==> config.mk <==
export PLATFORM = sky130hd
export DESIGN_NAME = vram_arbiter
export DESIGN_NICKNAME = d
export VERILOG_FILES = /design/src/rtl/vram_pkg.sv /design/src/rtl/vram_clear_engine.sv /design/src/rtl/vram_arbiter.sv
export SDC_FILE = /design/constraint.sdc
export NUM_CORES = 1
export LEC_CHECK = 0
export ABC_AREA = 0
export ABC_CLOCK_PERIOD_IN_PS = 14950
export CAP_MARGIN = 20
export CORE_ASPECT_RATIO = 1.5
export CORE_MARGIN = 3
export CORE_UTILIZATION = 30
export CTS_BUF_LIST = sky130_fd_sc_hd__clkbuf_16
export CTS_CLUSTER_DIAMETER = 60
export DETAILED_ROUTE_END_ITERATION = 8
export PLACE_DENSITY = 0.73
export SYNTH_ARGS = -nofsm -noshare
export SYNTH_HDL_FRONTEND = slang
export SYNTH_SLANG_ARGS = --single-unit
==> constraint.sdc <==
create_clock -name clk -period 14.95 [get_ports clk]
set_clock_uncertainty 0.1 [all_clocks]
set_input_delay 4.485 -clock clk [delete_from_list [all_inputs] [get_ports clk]]
set_output_delay 4.485 -clock clk [all_outputs]
set_load 0.03 [all_outputs]
==> src/rtl/vram_pkg.sv <==
// rtl/vram_pkg.sv - shared constants, types and cell addressing for the character RAM arbiter
package vram_pkg;
    localparam int COLS       = 80;
    localparam int ROWS       = 30;
    localparam int CELL_W     = 8;
    localparam int CELL_H     = 16;
    localparam int VRAM_DEPTH = 2400;
    localparam logic [7:0] CLEAR_CHAR = 8'h20;

    typedef logic [11:0] vram_addr_t;
    typedef logic [7:0]  char_t;

    typedef enum logic {CLR_IDLE, CLR_BUSY} clear_state_t;

    localparam vram_addr_t LAST_ADDR = vram_addr_t'(VRAM_DEPTH - 1);

    // row*80 + col built from shifts: r*64 + r*16 + c
    function automatic vram_addr_t cell_addr(input logic [4:0] r, input logic [6:0] c);
        return ({7'd0, r} << 6) + ({7'd0, r} << 4) + {5'd0, c};
    endfunction
endpackage

==> src/rtl/vram_clear_engine.sv <==
// rtl/vram_clear_engine.sv - screen-clear FSM, walks every cell through free slots writing CLEAR_CHAR
module vram_clear_engine
    import vram_pkg::*;
(
    input  logic       clk,
    input  logic       rst_n,
    input  logic       clear_req,
    input  logic       free_slot,
    output logic       clr_we,
    output vram_addr_t clr_addr,
    output logic       clear_busy
);
    clear_state_t state;
    vram_addr_t   cnt;
    logic         busy_q;

    always_ff @(posedge clk or negedge rst_n) begin
        if (!rst_n) begin
            state  <= CLR_IDLE;
            cnt    <= '0;
            busy_q <= 1'b0;
        end else begin
            case (state)
                CLR_IDLE: begin
                    if (clear_req) begin
                        state  <= CLR_BUSY;
                        cnt    <= '0;
                        busy_q <= 1'b1;
                    end
                end
                CLR_BUSY: begin
                    if (free_slot) begin
                        if (cnt == LAST_ADDR) begin
                            state  <= CLR_IDLE;
                            cnt    <= '0;
                            busy_q <= 1'b0;
                        end else begin
                            cnt <= cnt + 12'd1;
                        end
                    end
                end
                default: begin
                    state  <= CLR_IDLE;
                    busy_q <= 1'b0;
                end
            endcase
        end
    end

    assign clr_we     = busy_q;
    assign clr_addr   = cnt;
    assign clear_busy = busy_q;
endmodule

==> src/rtl/vram_arbiter.sv <==
// rtl/vram_arbiter.sv - display-fetch / writer arbiter for the text character RAM; VRAM_ARB_CLEAR_EN adds the clear engine
module vram_arbiter
    import vram_pkg::*;
(
    input  logic        clk,
    input  logic        rst_n,
    input  logic [8:0]  row,
    input  logic [9:0]  col,
    input  logic        wr_valid,
    output logic        wr_ready,
    input  logic [11:0] wr_addr,
    input  logic [7:0]  wr_data,
`ifdef VRAM_ARB_CLEAR_EN
    input  logic        clear_req,
`endif
    output logic        clear_busy,
    output logic [11:0] ram_addr,
    output logic        ram_we,
    output logic [7:0]  ram_wdata,
    input  logic [7:0]  ram_rdata,
    output logic [7:0]  char_code,
    output logic        char_valid
);
    logic [6:0] nc;
    logic       fetch_slot;
    logic       free_slot;
    vram_addr_t fetch_addr;
    logic       clr_we;
    vram_addr_t clr_addr;
    logic       fetch_d1;
    char_t      hold_q;
    logic       valid_q;

    // Fetch two pixels ahead so the code is ready when the next cell starts
    assign nc         = 7'((col + 10'd2) >> 3);
    assign fetch_slot = (row < 9'd480) && (col[2:0] == 3'd6) && (nc < 7'(COLS));
    assign fetch_addr = cell_addr(row[8:4], nc);
    assign free_slot  = !fetch_slot;

`ifdef VRAM_ARB_CLEAR_EN
    vram_clear_engine u_clear (
        .clk        (clk),
        .rst_n      (rst_n),
        .clear_req  (clear_req),
        .free_slot  (free_slot),
        .clr_we     (clr_we),
        .clr_addr   (clr_addr),
        .clear_busy (clear_busy)
    );
`else
    assign clr_we     = 1'b0;
    assign clr_addr   = '0;
    assign clear_busy = 1'b0;
`endif

    assign wr_ready = rst_n && free_slot && !clear_busy;

    always_comb begin
        ram_addr  = fetch_addr;
        ram_we    = 1'b0;
        ram_wdata = '0;
        if (rst_n && free_slot) begin
            if (clr_we) begin
                ram_addr  = clr_addr;
                ram_we    = 1'b1;
                ram_wdata = CLEAR_CHAR;
            end else if (wr_valid && wr_ready) begin
                ram_addr  = wr_addr;
                ram_wdata = wr_data;
                ram_we    = (wr_addr < vram_addr_t'(VRAM_DEPTH));
            end
        end
    end

    // Captured on the last pixel of a cell so the code is presented for the whole next cell
    always_ff @(posedge clk or negedge rst_n) begin
        if (!rst_n) begin
            fetch_d1 <= 1'b0;
            hold_q   <= '0;
            valid_q  <= 1'b0;
        end else begin
            fetch_d1 <= fetch_slot;
            if (col[2:0] == 3'd7) begin
                hold_q  <= ram_rdata;
                valid_q <= fetch_d1;
            end
        end
    end

    assign char_code  = hold_q;
    assign char_valid = valid_q;
endmodule

=== Yosys cells after proc, flatten, opt, wreduce, memory -nomap -nowiden ===
Cells that the tools add are included.

* Bits in registers: 10
* Bits of input ports: 50
* Output and inout port bits: 32
* Word-level logic and storage cells: 22

* Add/subtract/negate cells: 3
* $lt $le $gt $ge: 3
* Equality and inequality tests: 2
* Mux-type cells: 6
* Reduce and logical (&&, ||, !) cells: 5

{| class="wikitable"
|+ Operators with widths
! cell !! count
|-
| 12-bit 2-to-1 mux || 2
|-
| 8-bit 2-to-1 mux || 2
|-
| 11-bit by 9-bit adder with 12-bit output || 1
|-
| 12-bit by 7-bit adder with 12-bit output || 1
|-
| 12-bit < comparator (second input constant) || 1
|-
| 10-bit by 2-bit adder with 10-bit output (second input constant) || 1
|-
| 9-bit < comparator (second input constant) || 1
|-
| 7-bit < comparator (second input constant) || 1
|-
| 3-bit == test (second input constant) || 2
|-
| 1-bit logical AND || 4
|-
| 1-bit 2-to-1 mux || 2
|-
| 1-bit zero test || 1
|}

=== Depth between registers and ports, before layout ===
Gate-level depths: netlist of the first run.

* Depth in word-level cells: 8
* Depth in mapped cells: 11
* Mapped depth without buffers: 11

=== Least setup slack after synthesis of the first run ===
OpenSTA, ideal clock, no wires.

* Path type: input to output
* From: input port col[4]
* To: output port ram_addr[9]
* Data arrival time: 6,773 ps
* Data required time: 10,365 ps
* Slack: 3,592 ps
* Stages: 11
* Buffers on the path: 0
* Cell sequence: nand4_1 > nor2_1 > nand2_1 > xnor2_1 > ha_1 > ha_1 > fa_1 > a21o_1 > a21oi_1 > xnor2_1 > mux2_1

* Word-level cells in the longest chain between the ends: 8
* Elaborated cells on any way between the ends: 9
* Those cells by class: add/sub: 2; order compare: 1; mux: 2; reduce/logical: 4

{| class="wikitable"
|+ RTL lines
! element !! RTL line !! RTL
|-
| start: declaration || vram_arbiter.sv:8 || <nowiki>input logic [9:0] col,</nowiki>
|-
| 10-bit by 2-bit adder with 10-bit output * || vram_arbiter.sv:35 || <nowiki>assign nc = 7'((col + 10'd2) >> 3);</nowiki>
|-
| 7-bit < comparator || vram_arbiter.sv:36 || <nowiki>assign fetch_slot = (row < 9'd480) && (col[2:0] == 3'd6) && (nc < 7'(COLS));</nowiki>
|-
| 1-bit logical AND || vram_arbiter.sv:36 ||
|-
| 1-bit zero test || vram_arbiter.sv:38 || <nowiki>assign free_slot = !fetch_slot;</nowiki>
|-
| 1-bit logical AND || vram_arbiter.sv:56, vram_arbiter.sv:62 ||
|-
| 1-bit logical AND || vram_arbiter.sv:67 || <nowiki>end else if (wr_valid && wr_ready) begin</nowiki>
|-
| 12-bit 2-to-1 mux || vram_arbiter.sv:67 ||
|-
| 12-bit 2-to-1 mux * || vram_arbiter.sv:62 || <nowiki>if (rst_n && free_slot) begin</nowiki>
|-
| end: declaration || vram_arbiter.sv:17 || <nowiki>output logic [11:0] ram_addr,</nowiki>
|}

Every way passes the cells marked *; elsewhere a longest branch is shown, timed or not.

=== Final worst setup path of the first run ===
* From: input port col[3]
* To: output port ram_addr[11]

Same word-level chain as after synthesis.

==> results of run 1 <==
cells by family after synthesis:
logic type               synth area share
flip-flops                         0.2342
adder cells (fa/ha/maj)            0.1358
multiplexers                       0.2213
other                            0.003510
AO/OA/AOI/OAI                      0.1230
buffers and inverters             0.02810
XOR/XNOR                          0.09017
AND/OR/NAND/NOR                    0.1639
cell usage in the layout, fill, tap and decap left out, drive strengths merged:
| master | netlist | final |
|---|---|---|
| clkdlybuf4s50 | 0 | 76 |
| mux2 | 21 | 21 |
| ha | 10 | 10 |
| dfrtp | 10 | 10 |
| nand2 | 9 | 9 |
| nor2b | 9 | 9 |
| xnor2 | 8 | 8 |
| a21oi | 5 | 5 |
| o21ai | 4 | 4 |
| a21o | 4 | 4 |
| nand4 | 3 | 3 |
| xor2 | 3 | 3 |
| clkbuf | 0 | 3 |
| nor2 | 2 | 2 |
| inv | 2 | 2 |
| nor3b | 2 | 2 |
| nand3 | 2 | 2 |
| o31a | 1 | 1 |
| and3b | 1 | 1 |
| a41oi | 1 | 1 |
| and4 | 1 | 1 |
| and2 | 1 | 1 |
| a211oi | 1 | 1 |
| or4b | 1 | 1 |
| a31oi | 1 | 1 |
| o2111ai | 1 | 1 |
| a211o | 1 | 1 |
| fa | 1 | 1 |
| conb | 1 | 1 |
| clkinv | 0 | 1 |
| buf | 3 | 1 |
metrics by stage:
step	cell area [µm²]	total power, µW	worst slack (ns)
detailed placement	1857	124.0	2.336
global route	1947	182.0	2.047
floorplan	1069	83.16	3.592
finish	1947	172.0	2.349
global placement	1857	122.9	2.382
CTS	1936	173.8	2.321
worst max path at each step:
stage / start / endpoint / slack (ns) / cells past startpoint
CTS: col[1] / ram_addr[11] / 2.32 / 13
global placement: col[1] / ram_addr[9] / 2.38 / 13
global route: col[1] / ram_addr[11] / 2.05 / 13
finish: col[3] / ram_addr[11] / 2.35 / 13
floorplan: col[4] / ram_addr[9] / 3.59 / 11
detailed placement: col[1] / ram_addr[9] / 2.34 / 13
cell type report:
type | count | area, µm² | area share
clock buffers | 3 | 75.07 | 0.03856
multi-input cells | 94 | 788.3 | 0.4049
inverters | 2 | 7.507 | 0.003856
well taps | 40 | 50.05 | 0.02571
clock inverters | 1 | 3.754 | 0.001928
flip-flops and latches | 10 | 250.2 | 0.1285
repair buffers | 77 | 772.0 | 0.3965
flip-flops by register name, indices dropped and copies added, names as in the netlist:
| register | flops |
|---|---|
| char_valid | 1 |
| char_code | 8 |
| fetch_d1 | 1 |
power by group:
part	internal [µW]	leakage, µW	switching, µW	total [µW]
clock	35.1	0.0000385	12.9	48.0
combinational	44.6	0.000635	45.6	90.2
sequential	31.6	0.000122	2.26	33.8
total	111	0.000795	60.7	172
layer usage:
metal	routed length, µm	track usage	part of all wire
met1	1098	0.1581	0.34
met2	1805	0.3092	0.56
met3	264	0.04878	0.082
met4	50	0.06484	0.016
met5	0	0	0
==> results.cfg, run 1 <==
[cells_and_area]
fin_util = 0.5928
n_fill_cell = 287
area_growth_syn_to_layout_pct = 82.20
nNetsFinal = 249
stdcell_count = 227
antenna_cells = 0
drive_above_1_share = 0.08556

[pwr]
p_leak_uw = 0.0007952
power_density_nw_per_um2 = 88.35
vdd_drop_max_mv = 0.08930

[worst_hold_path]
min_path_type = reg2reg
min_path_cells = 1
min_to = char_valid
min-delay-start = fetch_d1

[clocking]
clockBufferDepth = 2
numCtsBuffers = 3
htreeDepth = 1
clk_pin_slew_ns = 0.04
cts_setup_buffers = 0
root_buffer = clkbuf_16
cts_tree = yes
cts-resized-gates = 0
clock_latency_ns = 0.24
cts_hold_buffers = 0
clock-sinks = 10

[logic_synthesis]
yosysMostFrequentCell = mux2_1
syn_area_um2 = 1069
ys_ff_latch = 10
netlist_instances = 109
ys_top_cells_by_count = 11 x mux2_1, 10 x dfrtp_1, 10 x ha_1, 10 x mux2_2
syn_nets = 170
yosysSeqAreaShare = 0.2342
synth_warnings = 0
avgSynthCellArea_um2 = 9.803
yosysTopAreaCellShare = 0.2342
async_reset_ff_frac = 1.000
ys_top_cells_by_area = dfrtp_1 23%, ha_1 12%, mux2_1 12%
ys_types = 29
ys.flop_type = dfrtp_1
yosysTopAreaCell = dfrtp_1
synth_edf_count = 0

[detailed_routing]
drt_iter0_drc = 4
drt.antenna.violating_nets = 0
drtPass1Iterations = 2
vias = 1125
drt_wl_total_um = 3218
wl_per_cell_um = 14.18
routed_via_density = 4.956
drcViolationCount = 0

[critical_path]
cp.arrival_ns = 8.02
reg2reg_from = char_code[0]
crit_path_top_delay_cell = clkdlybuf4s50_1
reg2regPathDepth = 1
cp.buffers_inverters = 2
required_ns = 10.37
cp_slowest_stage_delay_ns = 0.60
r2r_slack_ns = 14.10
startpoint_type = input port
cp_cell_sequence = clkdlybuf4s50_1 > nand4_1 > nor2_1 > nand2_1 > xnor2_1 > ha_1 > ha_1 > fa_1 > a21o_1 > a21oi_1 > o21ai_0 > mux2_2 > clkdlybuf4s50_1
rr_endpoint = char_code[0]
timing_worst_setup_path_type = in2out
path_delay_family = buffers and inverters
worstPathMaxFanout = 4
cp-end-kind = primary output

[global_route]
grt_max_degree = 22
grt_overflow = 0
antenna_found_initial = 0
grt_first_pass_wirelength_um = 5319
grt_pass1_vias = 1218
grt_usage = 0.1661

[flow_run]
cap_violations = 0

[timing]
fin_crit_ns = 12.60
tightest_slew_ns = 0.5761
drv_slew = 0
hold_violations = 0
timing.hold.ws_ns = 0.3876
fmax_ghz = 0.07936
slew_headroom = 0.6159
rsz0062_at_grt = no
finalCritPeriodShare = 0.8429
setup_violations = 0
setup_tns_ns = 0

[floorplanning]
core-area_um2 = 3284
die_w_um = 54.73
start_util = 0.3253
dieArea_um2 = 4329
boundaryPins = 82
rows = 25
die_h_um = 79.09

[placed_design]
dpl.cell_count = 222
io_buffers = 76
gp_congestion = 0.6964
dp_hpwl_um = 2691

[outcome]
status = finished clean
(Power assumes the default switching activity.)
==> inputs of run 2 (changes only) <==
--- a/config.mk
+++ b/config.mk
@@ -6,7 +6,7 @@
 export NUM_CORES = 1
 export LEC_CHECK = 0
 export ABC_AREA = 0
-export ABC_CLOCK_PERIOD_IN_PS = 14950
+export ABC_CLOCK_PERIOD_IN_PS = 11200
 export CAP_MARGIN = 20
 export CORE_ASPECT_RATIO = 1.5
 export CORE_MARGIN = 3
@@ -14,7 +14,7 @@
 export CTS_BUF_LIST = sky130_fd_sc_hd__clkbuf_16
 export CTS_CLUSTER_DIAMETER = 60
 export DETAILED_ROUTE_END_ITERATION = 8
-export PLACE_DENSITY = 0.73
+export PLACE_DENSITY = 0.76
 export SYNTH_ARGS = -nofsm -noshare
 export SYNTH_HDL_FRONTEND = slang
 export SYNTH_SLANG_ARGS = --single-unit
==> constraint.sdc (replaced) <==
create_clock -name clk -period 11.2 [get_ports clk]
set_clock_uncertainty 0.1 [all_clocks]
set_input_delay 3.36 -clock clk [delete_from_list [all_inputs] [get_ports clk]]
set_output_delay 3.36 -clock clk [all_outputs]
set_load 0.03 [all_outputs]
==> results.cfg, run 2 (synthesis results as in run 1) <==
[cells_and_area]
antenna_cells = 0
largest_reg_flops = 8
drive_above_1_share = 0.08556
n_fill_cell = 283
final_cell_mix = 76 x clkdlybuf4s50_1, 11 x mux2_1, 10 x mux2_2, 10 x ha_1, 10 x dfrtp_1
area_growth_syn_to_layout_pct = 81.85
multi_input_area_um2 = 788.3
fin_util = 0.5916
seq_area_um2 = 250.2
final_common_cell = clkdlybuf4s50_1
nNetsFinal = 249

[global_route]
grt_overflow = 0
grt_first_pass_wirelength_um = 5223
grt_pass1_vias = 1183
antenna_found_initial = 0
grt_usage = 0.1607
grt_max_degree = 14

[clocking]
cts_tree = yes
cts-resized-gates = 0
clock_latency_ns = 0.24
cts_hold_buffers = 0
cts_setup_buffers = 0
htreeDepth = 1
clk_pin_slew_ns = 0.04
clock-sinks = 10
clockBufferDepth = 2
numCtsBuffers = 3
root_buffer = clkbuf_16

[flow_run]
cap_violations = 0

[timing]
fin_crit_ns = 10.37
setup_violations = 0
hold_violations = 0
finalCritPeriodShare = 0.9255
slew_headroom = 0.6356
rsz0062_at_grt = no
drv_slew = 0
tightest_slew_ns = 0.5450
fmax_ghz = 0.09647
setup_tns_ns = 0

[detailed_routing]
drt_wl_total_um = 3295
wl_per_cell_um = 14.52
drt_iter0_drc = 14
vias = 1110
routed_via_density = 4.890
drtPass1Iterations = 3
drcViolationCount = 0
drt.antenna.violating_nets = 0

[critical_path]
startpoint_type = input port
worstPathMaxFanout = 6
cp-end-kind = primary output
timing_worst_setup_path_type = in2out
crit_path_top_delay_cell = clkdlybuf4s50_1
cp.buffers_inverters = 2
cp_slowest_stage_delay_ns = 0.61
required_ns = 7.74
path_delay_family = buffers and inverters
cp_cell_sequence = clkdlybuf4s50_1 > nand4_1 > nor2_1 > nand2_1 > xnor2_1 > ha_1 > ha_1 > fa_1 > a21o_1 > a21oi_1 > o21ai_0 > mux2_2 > clkdlybuf4s50_1
cp.arrival_ns = 6.91

[worst_hold_path]
min_path_type = reg2reg

[floorplanning]
start_util = 0.3253
core-area_um2 = 3284
dieArea_um2 = 4329
rows = 25
die_w_um = 54.73
die_h_um = 79.09
boundaryPins = 82

[placed_design]
io_buffers = 76
gp_congestion = 0.7261
dp_hpwl_um = 2822

[pwr]
power_density_nw_per_um2 = 118.0
vdd_drop_max_mv = 0.1142
p_leak_uw = 0.0007937

[outcome]
status = finished clean
## run 2: cell counts in the layout (fill, tap and decap cells not counted)
Identical to the previous run, type by type.
## run 2: worst paths after layout
kind | start | end | slack [ns] | depth (start not counted)
min in group asynchronous | rst_n | fetch_d1 | 3.38 | 1
worst max register to register | char_code[4] | char_code[4] | 10.33 | 1
worst max-delay path | col[1] | ram_addr[11] | 0.83 | 13
worst min register to register | fetch_d1 | char_valid | 0.38 | 1
max in group asynchronous | rst_n | char_code[7] | 7.26 | 1
worst min-delay path | fetch_d1 | char_valid | 0.38 | 1
## run 2: routing by layer
metal	wire [µm]	GRT usage	vias up
li1	-	-	552
met1	1100	0.1636	507
met2	1916	0.3021	45
met3	237	0.03565	6
met4	40	0.04988	0
met5	0	0	-
## run 2: area by class of cell
| class | count | area share |
|---|---|---|
| inverter | 2 | 0.003863 |
| tap | 40 | 0.02576 |
| clock inverter | 1 | 0.001932 |
| clock buffer | 3 | 0.03863 |
| multi-input combinational | 94 | 0.4057 |
| timing repair buffer | 77 | 0.3954 |
| sequential | 10 | 0.1288 |
## run 2: metrics by stage
stage | instances | instance area (µm²) | setup slack, ns | power [µW] | hold slack, ns
6_report | 227 | 1943 | 0.8342 | 229.3 | 0.3837
5_1_grt | 227 | 1943 | 0.6744 | 241.3 | 0.4096
4_1_cts | 227 | 1943 | 0.8197 | 232.1 | 0.3849
3_5_place_dp | 223 | 1864 | 0.8340 | 166.6 | 0.3758
3_3_place_gp | 223 | 1864 | 0.8669 | 164.6 | 0.3693
2_1_floorplan | 109 | 1069 | 2.092 | 111.0 | 0.3556
## run 2: power breakdown
part	switching (µW)	internal, µW
clock network	16.6	46.8
registers	3.05	42.2
logic	61.4	59.4
total	81.0	148
